[config.mk]
export PLATFORM = sky130hd
export DESIGN_NAME = multi_cycle_control
export DESIGN_NICKNAME = d
export VERILOG_FILES = /design/src/rtl/mc_pkg.sv /design/src/rtl/mem_wait_timer.sv /design/src/rtl/multi_cycle_control.sv
export SDC_FILE = /design/constraint.sdc
export NUM_CORES = 1
export LEC_CHECK = 0
export ABC_AREA = 1
export CORE_MARGIN = 8
export CORE_UTILIZATION = 34
export CTS_CLUSTER_DIAMETER = 40
export DETAILED_ROUTE_END_ITERATION = 8
export GPL_ROUTABILITY_DRIVEN = 1
export PLACE_DENSITY = 0.77
export REMOVE_ABC_BUFFERS = 1
export SLEW_MARGIN = 25
export SYNTH_ARGS = -nofsm -noshare
export SYNTH_HDL_FRONTEND = slang
export SYNTH_SLANG_ARGS = --single-unit
[constraint.sdc]
create_clock -name clk -period 1.9 [get_ports clk]
set_clock_uncertainty 0.2 [all_clocks]
set_input_delay 0.38 -clock clk [delete_from_list [all_inputs] [get_ports clk]]
set_output_delay 0.38 -clock clk [all_outputs]
set_load 0.05 [all_outputs]
[src/rtl/mc_pkg.sv]
// ---------------------------------------------------------------------------
// mc_pkg
// Shared constants for the multi-cycle MIPS control unit:
//   - opcode values of the supported instructions
//   - state encodings of the control FSM (also exported on the debug port)
//   - ALU operation codes and the ALU B-operand / PC-source mux selects
//   - helper functions for opcode legality and memory-wait states
// ---------------------------------------------------------------------------
package mc_pkg;

    localparam logic [5:0] OP_RTYPE = 6'h00;
    localparam logic [5:0] OP_LW    = 6'h23;
    localparam logic [5:0] OP_SW    = 6'h2B;
    localparam logic [5:0] OP_BEQ   = 6'h04;
    localparam logic [5:0] OP_J     = 6'h02;
    localparam logic [5:0] OP_ADDI  = 6'h08;
    localparam logic [5:0] OP_LUI   = 6'h0F;

    typedef enum logic [3:0] {
        S_FETCH     = 4'd0,
        S_DECODE    = 4'd1,
        S_MEM_ADDR  = 4'd2,
        S_MEM_READ  = 4'd3,
        S_MEM_WB    = 4'd4,
        S_MEM_WRITE = 4'd5,
        S_EXEC      = 4'd6,
        S_R_WB      = 4'd7,
        S_BRANCH    = 4'd8,
        S_JUMP      = 4'd9,
        S_I_EXEC    = 4'd10,
        S_I_WB      = 4'd11
    } state_t;

    localparam logic [2:0] ALUOP_ADD   = 3'b000;
    localparam logic [2:0] ALUOP_SUB   = 3'b001;
    localparam logic [2:0] ALUOP_FUNCT = 3'b010;

    localparam logic [1:0] ALU_SRC_B_REG    = 2'b00;
    localparam logic [1:0] ALU_SRC_B_FOUR   = 2'b01;
    localparam logic [1:0] ALU_SRC_B_IMM    = 2'b10;
    localparam logic [1:0] ALU_SRC_B_IMM_SH = 2'b11;

    localparam logic [1:0] PC_SRC_ALU    = 2'b00;
    localparam logic [1:0] PC_SRC_ALUOUT = 2'b01;
    localparam logic [1:0] PC_SRC_JUMP   = 2'b10;

    function automatic logic is_legal_op(input logic [5:0] op);
        return op inside {OP_RTYPE, OP_LW, OP_SW, OP_BEQ, OP_J, OP_ADDI, OP_LUI};
    endfunction

    // States that hold a memory request open until mem_ready arrives.
    function automatic logic is_wait_state(input state_t s);
        return s inside {S_FETCH, S_MEM_READ, S_MEM_WRITE};
    endfunction

endpackage

[src/rtl/mem_wait_timer.sv]
// ---------------------------------------------------------------------------
// mem_wait_timer
// Counts consecutive cycles a memory state has waited for mem_ready and
// flags the cycle on which the wait must be abandoned.
// Ports:
//   clk     in   clock
//   rstn    in   asynchronous active-low reset
//   clear   in   restart the count from zero on the next edge
//   enable  in   this cycle is a waiting cycle (wait state, mem_ready low)
//   timeout out  this waiting cycle is the last one allowed
// ---------------------------------------------------------------------------
module mem_wait_timer #(
    parameter int WAIT_TIMEOUT = 16,
    parameter int WAIT_CNT_W   = $clog2(WAIT_TIMEOUT)
) (
    input  logic clk,
    input  logic rstn,
    input  logic clear,
    input  logic enable,
    output logic timeout
);

    logic [WAIT_CNT_W-1:0] wait_cnt;

    assign timeout = enable && (wait_cnt == WAIT_CNT_W'(WAIT_TIMEOUT - 1));

    // The timeout cycle also restarts the count, so a retried fetch gets a
    // full fresh wait window even though the state does not change.
    always_ff @(posedge clk or negedge rstn) begin
        if (!rstn) begin
            wait_cnt <= '0;
        end else if (clear || timeout) begin
            wait_cnt <= '0;
        end else if (enable) begin
            wait_cnt <= wait_cnt + WAIT_CNT_W'(1);
        end
    end

endmodule

[src/rtl/multi_cycle_control.sv]
// ---------------------------------------------------------------------------
// multi_cycle_control
// Control FSM of the multi-cycle MIPS datapath. One micro-step per clock;
// memory states wait on mem_ready and give up after WAIT_TIMEOUT cycles.
// Ports:
//   clk, rstn              clock, asynchronous active-low reset
//   opcode                 IR[31:26], meaningful from S_DECODE onward
//   mem_ready              memory finishes the current access this cycle
//   pc_write/pc_write_cond PC load (unconditional / on ALU zero)
//   i_or_d                 memory address select (0 PC, 1 ALUOut)
//   mem_read/mem_write     memory requests
//   ir_write               IR load
//   mem_to_reg/reg_dst     register write data / destination selects
//   reg_write              register file write
//   lui                    immediate path selects {imm,16'b0}
//   alu_src_a/alu_src_b    ALU operand selects
//   alu_op                 ALU operation (add/sub/funct)
//   pc_source              next-PC select
//   state                  current FSM state (debug)
//   illegal_instr          pulse on an undecodable opcode in S_DECODE
//   bus_err                registered pulse the cycle after a memory timeout
// ---------------------------------------------------------------------------
module multi_cycle_control
    import mc_pkg::*;
#(
    parameter int WAIT_TIMEOUT = 16,
    parameter int WAIT_CNT_W   = $clog2(WAIT_TIMEOUT)
) (
    input  logic       clk,
    input  logic       rstn,
    input  logic [5:0] opcode,
    input  logic       mem_ready,
    output logic       pc_write,
    output logic       pc_write_cond,
    output logic       i_or_d,
    output logic       mem_read,
    output logic       mem_write,
    output logic       ir_write,
    output logic       mem_to_reg,
    output logic       reg_dst,
    output logic       reg_write,
    output logic       lui,
    output logic       alu_src_a,
    output logic [1:0] alu_src_b,
    output logic [2:0] alu_op,
    output logic [1:0] pc_source,
    output logic [3:0] state,
    output logic       illegal_instr,
    output logic       bus_err
);

    state_t state_q;
    state_t next_state;
    logic   in_wait;
    logic   timeout;

    logic   pc_write_raw;
    logic   pc_write_cond_raw;
    logic   mem_write_raw;
    logic   ir_write_raw;
    logic   reg_write_raw;

    assign state   = state_q;
    assign in_wait = is_wait_state(state_q);

    // Leaving a wait state always passes through either a non-wait cycle or
    // a mem_ready/timeout cycle, so clearing on those covers state entry.
    mem_wait_timer #(
        .WAIT_TIMEOUT (WAIT_TIMEOUT),
        .WAIT_CNT_W   (WAIT_CNT_W)
    ) u_wait_timer (
        .clk     (clk),
        .rstn    (rstn),
        .clear   (!in_wait || mem_ready),
        .enable  (in_wait && !mem_ready),
        .timeout (timeout)
    );

    always_comb begin
        next_state = S_FETCH;
        case (state_q)
            S_FETCH:     next_state = mem_ready ? S_DECODE : S_FETCH;
            S_DECODE: begin
                case (opcode)
                    OP_LW, OP_SW:    next_state = S_MEM_ADDR;
                    OP_RTYPE:        next_state = S_EXEC;
                    OP_BEQ:          next_state = S_BRANCH;
                    OP_J:            next_state = S_JUMP;
                    OP_ADDI, OP_LUI: next_state = S_I_EXEC;
                    default:         next_state = S_FETCH;
                endcase
            end
            S_MEM_ADDR: begin
                if (opcode == OP_LW)      next_state = S_MEM_READ;
                else if (opcode == OP_SW) next_state = S_MEM_WRITE;
                else                      next_state = S_FETCH;
            end
            S_MEM_READ: begin
                if (mem_ready)    next_state = S_MEM_WB;
                else if (timeout) next_state = S_FETCH;
                else              next_state = S_MEM_READ;
            end
            S_MEM_WRITE: begin
                if (mem_ready || timeout) next_state = S_FETCH;
                else                      next_state = S_MEM_WRITE;
            end
            S_EXEC:   next_state = S_R_WB;
            S_I_EXEC: next_state = S_I_WB;
            default:  next_state = S_FETCH;
        endcase
    end

    // State register plus the registered bus error pulse.
    always_ff @(posedge clk or negedge rstn) begin
        if (!rstn) begin
            state_q <= S_FETCH;
            bus_err <= 1'b0;
        end else begin
            state_q <= next_state;
            bus_err <= timeout;
        end
    end

    // Control decode. A timeout cycle drops every request and strobe so the
    // abandoned access leaves no side effect in the datapath.
    always_comb begin
        pc_write_raw      = 1'b0;
        pc_write_cond_raw = 1'b0;
        mem_write_raw     = 1'b0;
        ir_write_raw      = 1'b0;
        reg_write_raw     = 1'b0;
        i_or_d            = 1'b0;
        mem_read          = 1'b0;
        mem_to_reg        = 1'b0;
        reg_dst           = 1'b0;
        lui               = 1'b0;
        alu_src_a         = 1'b0;
        alu_src_b         = ALU_SRC_B_REG;
        alu_op            = ALUOP_ADD;
        pc_source         = PC_SRC_ALU;
        illegal_instr     = 1'b0;
        if (!timeout) begin
            case (state_q)
                S_FETCH: begin
                    mem_read     = 1'b1;
                    alu_src_b    = ALU_SRC_B_FOUR;
                    ir_write_raw = mem_ready;
                    pc_write_raw = mem_ready;
                end
                S_DECODE: begin
                    alu_src_b     = ALU_SRC_B_IMM_SH;
                    illegal_instr = !is_legal_op(opcode);
                end
                S_MEM_ADDR: begin
                    alu_src_a = 1'b1;
                    alu_src_b = ALU_SRC_B_IMM;
                end
                S_MEM_READ: begin
                    mem_read = 1'b1;
                    i_or_d   = 1'b1;
                end
                S_MEM_WB: begin
                    reg_write_raw = 1'b1;
                    mem_to_reg    = 1'b1;
                end
                S_MEM_WRITE: begin
                    mem_write_raw = 1'b1;
                    i_or_d        = 1'b1;
                end
                S_EXEC: begin
                    alu_src_a = 1'b1;
                    alu_op    = ALUOP_FUNCT;
                end
                S_R_WB: begin
                    reg_write_raw = 1'b1;
                    reg_dst       = 1'b1;
                end
                S_BRANCH: begin
                    alu_src_a         = 1'b1;
                    alu_op            = ALUOP_SUB;
                    pc_write_cond_raw = 1'b1;
                    pc_source         = PC_SRC_ALUOUT;
                end
                S_JUMP: begin
                    pc_write_raw = 1'b1;
                    pc_source    = PC_SRC_JUMP;
                end
                S_I_EXEC: begin
                    alu_src_a = 1'b1;
                    alu_src_b = ALU_SRC_B_IMM;
                    lui       = (opcode == OP_LUI);
                end
                S_I_WB: begin
                    reg_write_raw = 1'b1;
                    lui           = (opcode == OP_LUI);
                end
                default: ;
            endcase
        end
    end

    // Architectural write strobes are masked by reset directly so nothing
    // commits while rstn is low, even though FETCH decodes mem_ready.
    assign pc_write      = pc_write_raw      && rstn;
    assign pc_write_cond = pc_write_cond_raw && rstn;
    assign mem_write     = mem_write_raw     && rstn;
    assign ir_write      = ir_write_raw      && rstn;
    assign reg_write     = reg_write_raw     && rstn;

endmodule

==> impl_metrics.py, run 1 <==
metrics = {
    "outcome": {
        "outcome": "finished with violations",
        "violations_in_the_final_reports": "setup timing",
    },
    "finish": {
        "post-route-util_pct": 85.9,
        "antenna-diode-count": 0,
        "synthToLayoutAreaGrowth_pct": 147,
        "drive_gt1_share_pct": 60.9,
        "nets": 213,
        "layout.cells.most_common": "buf_4",
        "stdcell_area_um2": 1830,
        "most_frequent_cells_in_the_layout": "45 x buf_4, 19 x buf_12, 18 x nor2_1",
        "layout.filler_cells": 101,
    },
    "route": {
        "drt_wl_total_um": 4060,
        "route.detailed.drc": 0,
        "vias": 1173,
        "post_drt_via_cell_ratio": 5.10,
        "average_wire_per_standard_cell_um": 17.7,
        "detailedRoute.firstPassIterationCount": 4,
        "final_antenna_net_count": 0,
        "drtIter0Drc": 61,
    },
    "timing": {
        "final-setup-viol-count": 19,
        "finalHoldViolCount": 0,
        "layout_worst_path_cycle_share_pct": 120,
        "timing.setup.tns_ps": -3580,
        "max_freq_mhz": 440,
        "timing.final.ws_setup_ps": -372,
        "rsz0062_at_grt": "true",
        "period_minus_slack_ps": 2270,
        "maxSlewViolCount": 0,
    },
    "clock_network": {
        "path_clk_slew_ps": 60,
        "root_buffer_master": "clkbuf_4",
        "clock_insertion_delay_worst_skew_ps": 250,
        "clock_sinks": 9,
        "cts_inserted_buffers": 3,
        "cts_max_path_buffers": 2,
        "cts_max_level": 1,
        "tritoncts": "done",
    },
    "setup_path": {
        "timing.setup.critical_path_class": "reg -> reg",
        "timing.critical_path.arrival_ps": 2220,
        "endpoint_kind": "register",
        "critical_path_startpoint_category": "register",
        "cp_max_fo": 5,
        "critPathRequiredTime_ps": 1850,
    },
    "global_routing": {
        "antenna_found_initial": 0,
        "grt_pass1_vias": 1167,
        "grt_start_max_net_pins": 10,
        "grt_first_pass_wirelength_um": 5550,
        "grt_overflow": 0,
        "globalRouteTotalUtil_pct": 17.3,
    },
    "job": {
        "max-cap-violations": 0,
    },
    "logic_synthesis": {
        "synthesis.yosys.warnings": 0,
        "synth.area.top_cells": "dfrtp_1 30%, nor2_1 17%, inv_1 15%",
        "mean_instance_size_in_the_synthesized_netlist_um2": 5.96,
        "synth_area_leader_cell": "dfrtp_1",
        "sequential_share_of_the_synthesized_area_pct": 30.5,
        "synthesis.area_um2": 739,
        "synth.lib_cells_used.distinct": 19,
        "synth.top_cell.area_share_pct": 30.5,
        "netlist_instances": 124,
        "postSynthRegisterBits": 9,
    },
    "hold_path": {
        "holdCritPathClass": "in -> async",
    },
    "floorplan": {
        "floorplan.io_pins": 33,
        "fp.dieH_um": 62.6,
        "floorplan.initialDensity_pct": 34.8,
        "die-width_um": 62.6,
        "design.core.area_um2": 2130,
        "dieArea_um2": 3920,
        "rows": 17,
    },
    "power_and_ir_drop": {
        "leak_nw": 0.925,
        "vdd_ir_drop_max_mv": 0.329,
        "cellPowerDensity_nw_per_um2": 426,
    },
    "placement": {
        "numPortBuffers": 31,
        "place_area_um2": 1460,
        "preCtsSetupSlack_ps": -499,
        "global_placement_routability_congestion": 0.809,
        "place_hpwl_um": 2350,
    },
}
metal layers:
metal	global-route usage [%]	vias up	part of all wire, %
li1	-	537	-
met1	18.3	556	40
met2	32.0	68	52
met3	2.87	12	5.2
met4	8.83	0	2.7
met5	0	-	0
area by class of cell:
| cell class | instances | area [um2] | area share [%] |
|---|---|---|---|
| Multi-Input combinational cell | 85 | 597 | 32.7 |
| Tap cell | 28 | 35.0 | 1.92 |
| Timing Repair Buffer | 75 | 825 | 45.1 |
| Inverter | 29 | 114 | 6.23 |
| Sequential cell | 9 | 230 | 12.6 |
| Clock buffer | 4 | 26.3 | 1.44 |
cells by family (layout without fill, tap and decap cells):
group | Yosys count | after routing | synth area share (%)
compound gates | 8 | 8 | 6.26
xor+xnor | 2 | 2 | 2.37
fa+ha+maj | 1 | 1 | 1.69
buf+inv | 30 | 108 | 15.7
flops | 9 | 9 | 30.5
other cells | 1 | 1 | 0.507
simple gates | 73 | 73 | 43.0
cell usage after synthesis:
library cell  instances
o2111ai_1             1
a21oi_1               1
ha_1                  1
xor2_1                1
nor4_1                1
xnor2_1               1
o21ai_0               5
dfrtp_1               9
nand2_1              19
nand3_2               3
buf_4                 1
nor2_2                1
inv_1                29
nor3_1                1
nand3_1              13
nand4_1               1
nor2_1               34
conb_1                1
a211oi_1              1
flip-flops by register name (all words and copies together), names as in the netlist:
name                   flops
bus_err                    1
state                      4
u_wait_timer.wait_cnt      4
critical path, cell delays in order (launching register included):
cell and delay [ps]:
dfrtp_2 460, nand2_2 120, inv_2 60, nand2_2 110, nand3_4 100, nand3_4 100
inv_2 60, buf_4 120, buf_4 120, buf_4 120, buf_4 120, buf_4 120
buf_4 120, buf_4 120, buf_4 110
power by group:
part	switching, W	internal (W)	total, W
Clock	0.0000638	0.0000807	0.000145
Combinational	0.000238	0.000180	0.000419
Sequential	0.0000128	0.000202	0.000215
Total	0.000315	0.000463	0.000778
stage by stage:
stage	std cells	total power [W]	hold WS, ps
after global placement	209	0.000539	310
after floorplan	123	0.000370	-116
after CTS	225	0.000718	245
after detailed placement	209	0.000548	327
final	230	0.000778	257
after global routing	230	0.000817	263
what timing repair did:
item / 4_1_cts / 5_1_grt
pin swaps: 12 / 12
endpoints found under the setup margin: 17 / 19
hold buffers: 0 / 0
buffers inserted: 13 / 6
gates resized for setup: 48 / 33
final timing paths:
| kind | end | depth (start not counted) | from | slack, ps |
|---|---|---|---|---|
| min reg2reg | u_wait_timer.wait_cnt[0] | 2 | u_wait_timer.wait_cnt[0] | 380 |
| max reg2reg | bus_err | 14 | state[1] | -370 |
| min | u_wait_timer.wait_cnt[0] | 2 | rstn | 260 |
| max in group asynchronous | state[2] | 2 | rstn | 1100 |
| max | bus_err | 14 | state[1] | -370 |
| min in group clk | u_wait_timer.wait_cnt[0] | 2 | u_wait_timer.wait_cnt[0] | 380 |
(Power assumes the default switching activity.)
==> inputs of run 2 (changes only) <==
Settings changed: SKIP_CTS_REPAIR_TIMING set to 1.
==> run 2 against run 1 <==
Critical path depth shrank 7. Die area did not move. Highest routed layer unchanged. Routed wire length down 2.5%. The run still ends with setup timing left. Largest power group unchanged. First-iteration DRC count down 8.2%. Sequential cell count is the same. Global-route usage fell by 3.1 points. Total power barely moved. Sequential share of layout area is 0.44 points higher.
==> impl_metrics.py, run 2 (synthesized netlist as in run 1, its figures left out) <==
metrics = {
    "setup_path": {
        "crit_path_frequent_cell": "nand3_4",
        "timing.critical_path.arrival_ps": 1670,
        "cp_cell_sequence": "nor2_4, nand2_2, nand3_4, nand3_4, o21ai_1, inv_1, buf_12",
        "cp_slowest_stage_delay_ps": 460,
        "timing.critical_path.slowest_stage_cell": "dfrtp_2",
        "endpoint_kind": "output port",
        "timing.setup.critical_path_class": "reg -> out",
        "critical_path_startpoint_category": "register",
        "cp_max_fo": 5,
        "critPathRequiredTime_ps": 1320,
    },
    "timing": {
        "max_freq_mhz": 444,
        "finalHoldViolCount": 0,
        "maxSlewViolCount": 0,
        "final.hold.worst_slack_ps": 246,
        "period_minus_slack_ps": 2250,
        "timing.final.ws_setup_ps": -352,
        "final-setup-viol-count": 18,
        "layout_worst_path_cycle_share_pct": 119,
        "rsz0062_at_grt": "true",
    },
    "clock_network": {
        "clock_insertion_delay_worst_skew_ps": 270,
        "root_buffer_master": "clkbuf_4",
        "cts_max_path_buffers": 2,
        "tritoncts": "done",
        "cts_inserted_buffers": 3,
        "path_clk_slew_ps": 70,
        "cts_max_level": 1,
        "clock_sinks": 9,
    },
    "placement": {
        "place_hpwl_um": 2350,
        "numPortBuffers": 31,
        "preCtsSetupSlack_ps": -499,
        "global_placement_routability_congestion": 0.809,
    },
    "route": {
        "final_antenna_net_count": 0,
        "average_wire_per_standard_cell_um": 18.2,
        "post_drt_via_cell_ratio": 5.18,
        "route.detailed.drc": 0,
        "drt_wl_total_um": 3960,
        "drtIter0Drc": 56,
        "vias": 1123,
        "detailedRoute.firstPassIterationCount": 4,
    },
    "floorplan": {
        "floorplan.initialDensity_pct": 34.8,
        "fp.dieH_um": 62.6,
        "die-width_um": 62.6,
        "dieArea_um2": 3920,
        "design.core.area_um2": 2130,
        "floorplan.io_pins": 33,
        "rows": 17,
    },
    "finish": {
        "nets": 200,
        "most_frequent_cells_in_the_layout": "31 x buf_4, 18 x buf_12, 17 x nor2_1",
        "layout.filler_cells": 107,
        "synthToLayoutAreaGrowth_pct": 139,
        "drive_gt1_share_pct": 59.8,
        "post-route-util_pct": 83.0,
        "layout.cells.most_common": "buf_4",
        "antenna-diode-count": 0,
    },
    "power_and_ir_drop": {
        "leak_nw": 0.929,
        "vdd_ir_drop_max_mv": 0.368,
        "cellPowerDensity_nw_per_um2": 441,
        "total_power_w": 0.000778,
    },
    "global_routing": {
        "globalRouteTotalUtil_pct": 14.2,
        "grt_overflow": 0,
        "grt_first_pass_wirelength_um": 4640,
        "grt_start_max_net_pins": 10,
        "grt_pass1_vias": 1071,
        "antenna_found_initial": 0,
    },
    "outcome": {
        "violations_in_the_final_reports": "setup timing",
        "outcome": "finished with violations",
    },
    "job": {
        "max-cap-violations": 0,
    },
    "hold_path": {
        "holdCritPathClass": "in -> async",
    },
}
[run 2: cell count changes in the layout (fill, tap and decap cells not counted), sizes merged]
cell,before,now
dlygate4sd2,6,0
dlymetal6s2s,0,6
clkbuf,4,5
buf,67,53
[run 2: area by class of cell]
cell class	instances	area, um2	share of cell area [%]
clock buffer	4	26.3	1.49
inverter	29	114	6.45
multi-input combinational	85	602	34.1
sequential	9	230	13.0
tap	28	35.0	1.98
timing repair buffer	62	758	42.9
[run 2: through the flow]
step / TNS (ps) / instances / cell area [um2]
2_1_floorplan: -9560 / 123 / 732
3_5_place_dp: -1460 / 209 / 1460
4_1_cts: -4150 / 213 / 1490
6_report: -3640 / 217 / 1770
3_3_place_gp: -1030 / 209 / 1460
5_1_grt: -4550 / 217 / 1770
[run 2: critical path, delay by kind of cell (launching register included)]
kind | cells | cell delay, ps
buffers and inverters | 2 | 250
AOI/OAI and AO/OA | 1 | 110
DFF | 1 | 460
and+or+nand+nor | 4 | 580
[run 2: layer usage]
layer | global-route usage (%) | vias up | part of all wire [%]
li1 | - | 506 | -
met5 | 0 | - | 0
met1 | 12.7 | 537 | 39
met4 | 5.41 | 0 | 4.7
met3 | 2.69 | 16 | 4.1
met2 | 29.8 | 64 | 52
[run 2: path summary, 6_finish.rpt]
path / from / end / slack, ps / cells past startpoint
worst max-delay path: state[2] / mem_read / -350 / 7
worst min-delay path: rstn / u_wait_timer.wait_cnt[0] / 250 / 2
worst max register to register: state[1] / state[0] / 80 / 8
worst min register to register: u_wait_timer.wait_cnt[0] / u_wait_timer.wait_cnt[0] / 390 / 2
max in group asynchronous: rstn / state[2] / 1100 / 2
min in group clk: u_wait_timer.wait_cnt[0] / u_wait_timer.wait_cnt[0] / 390 / 2
[run 2: report_power, final]
part | internal (W) | leakage, nW | total [W] | switching (W)
registers | 0.000202 | 0.116 | 0.000216 | 0.0000145
logic | 0.000170 | 0.798 | 0.000407 | 0.000237
clock network | 0.0000811 | 0.0150 | 0.000155 | 0.0000743
==> inputs of run 3 (changes only) <==
Settings changed: HOLD_SLACK_MARGIN set to 0.1.
==> results of run 3 <==
The final DEF is identical to that of run 2; final timing and power are the same.
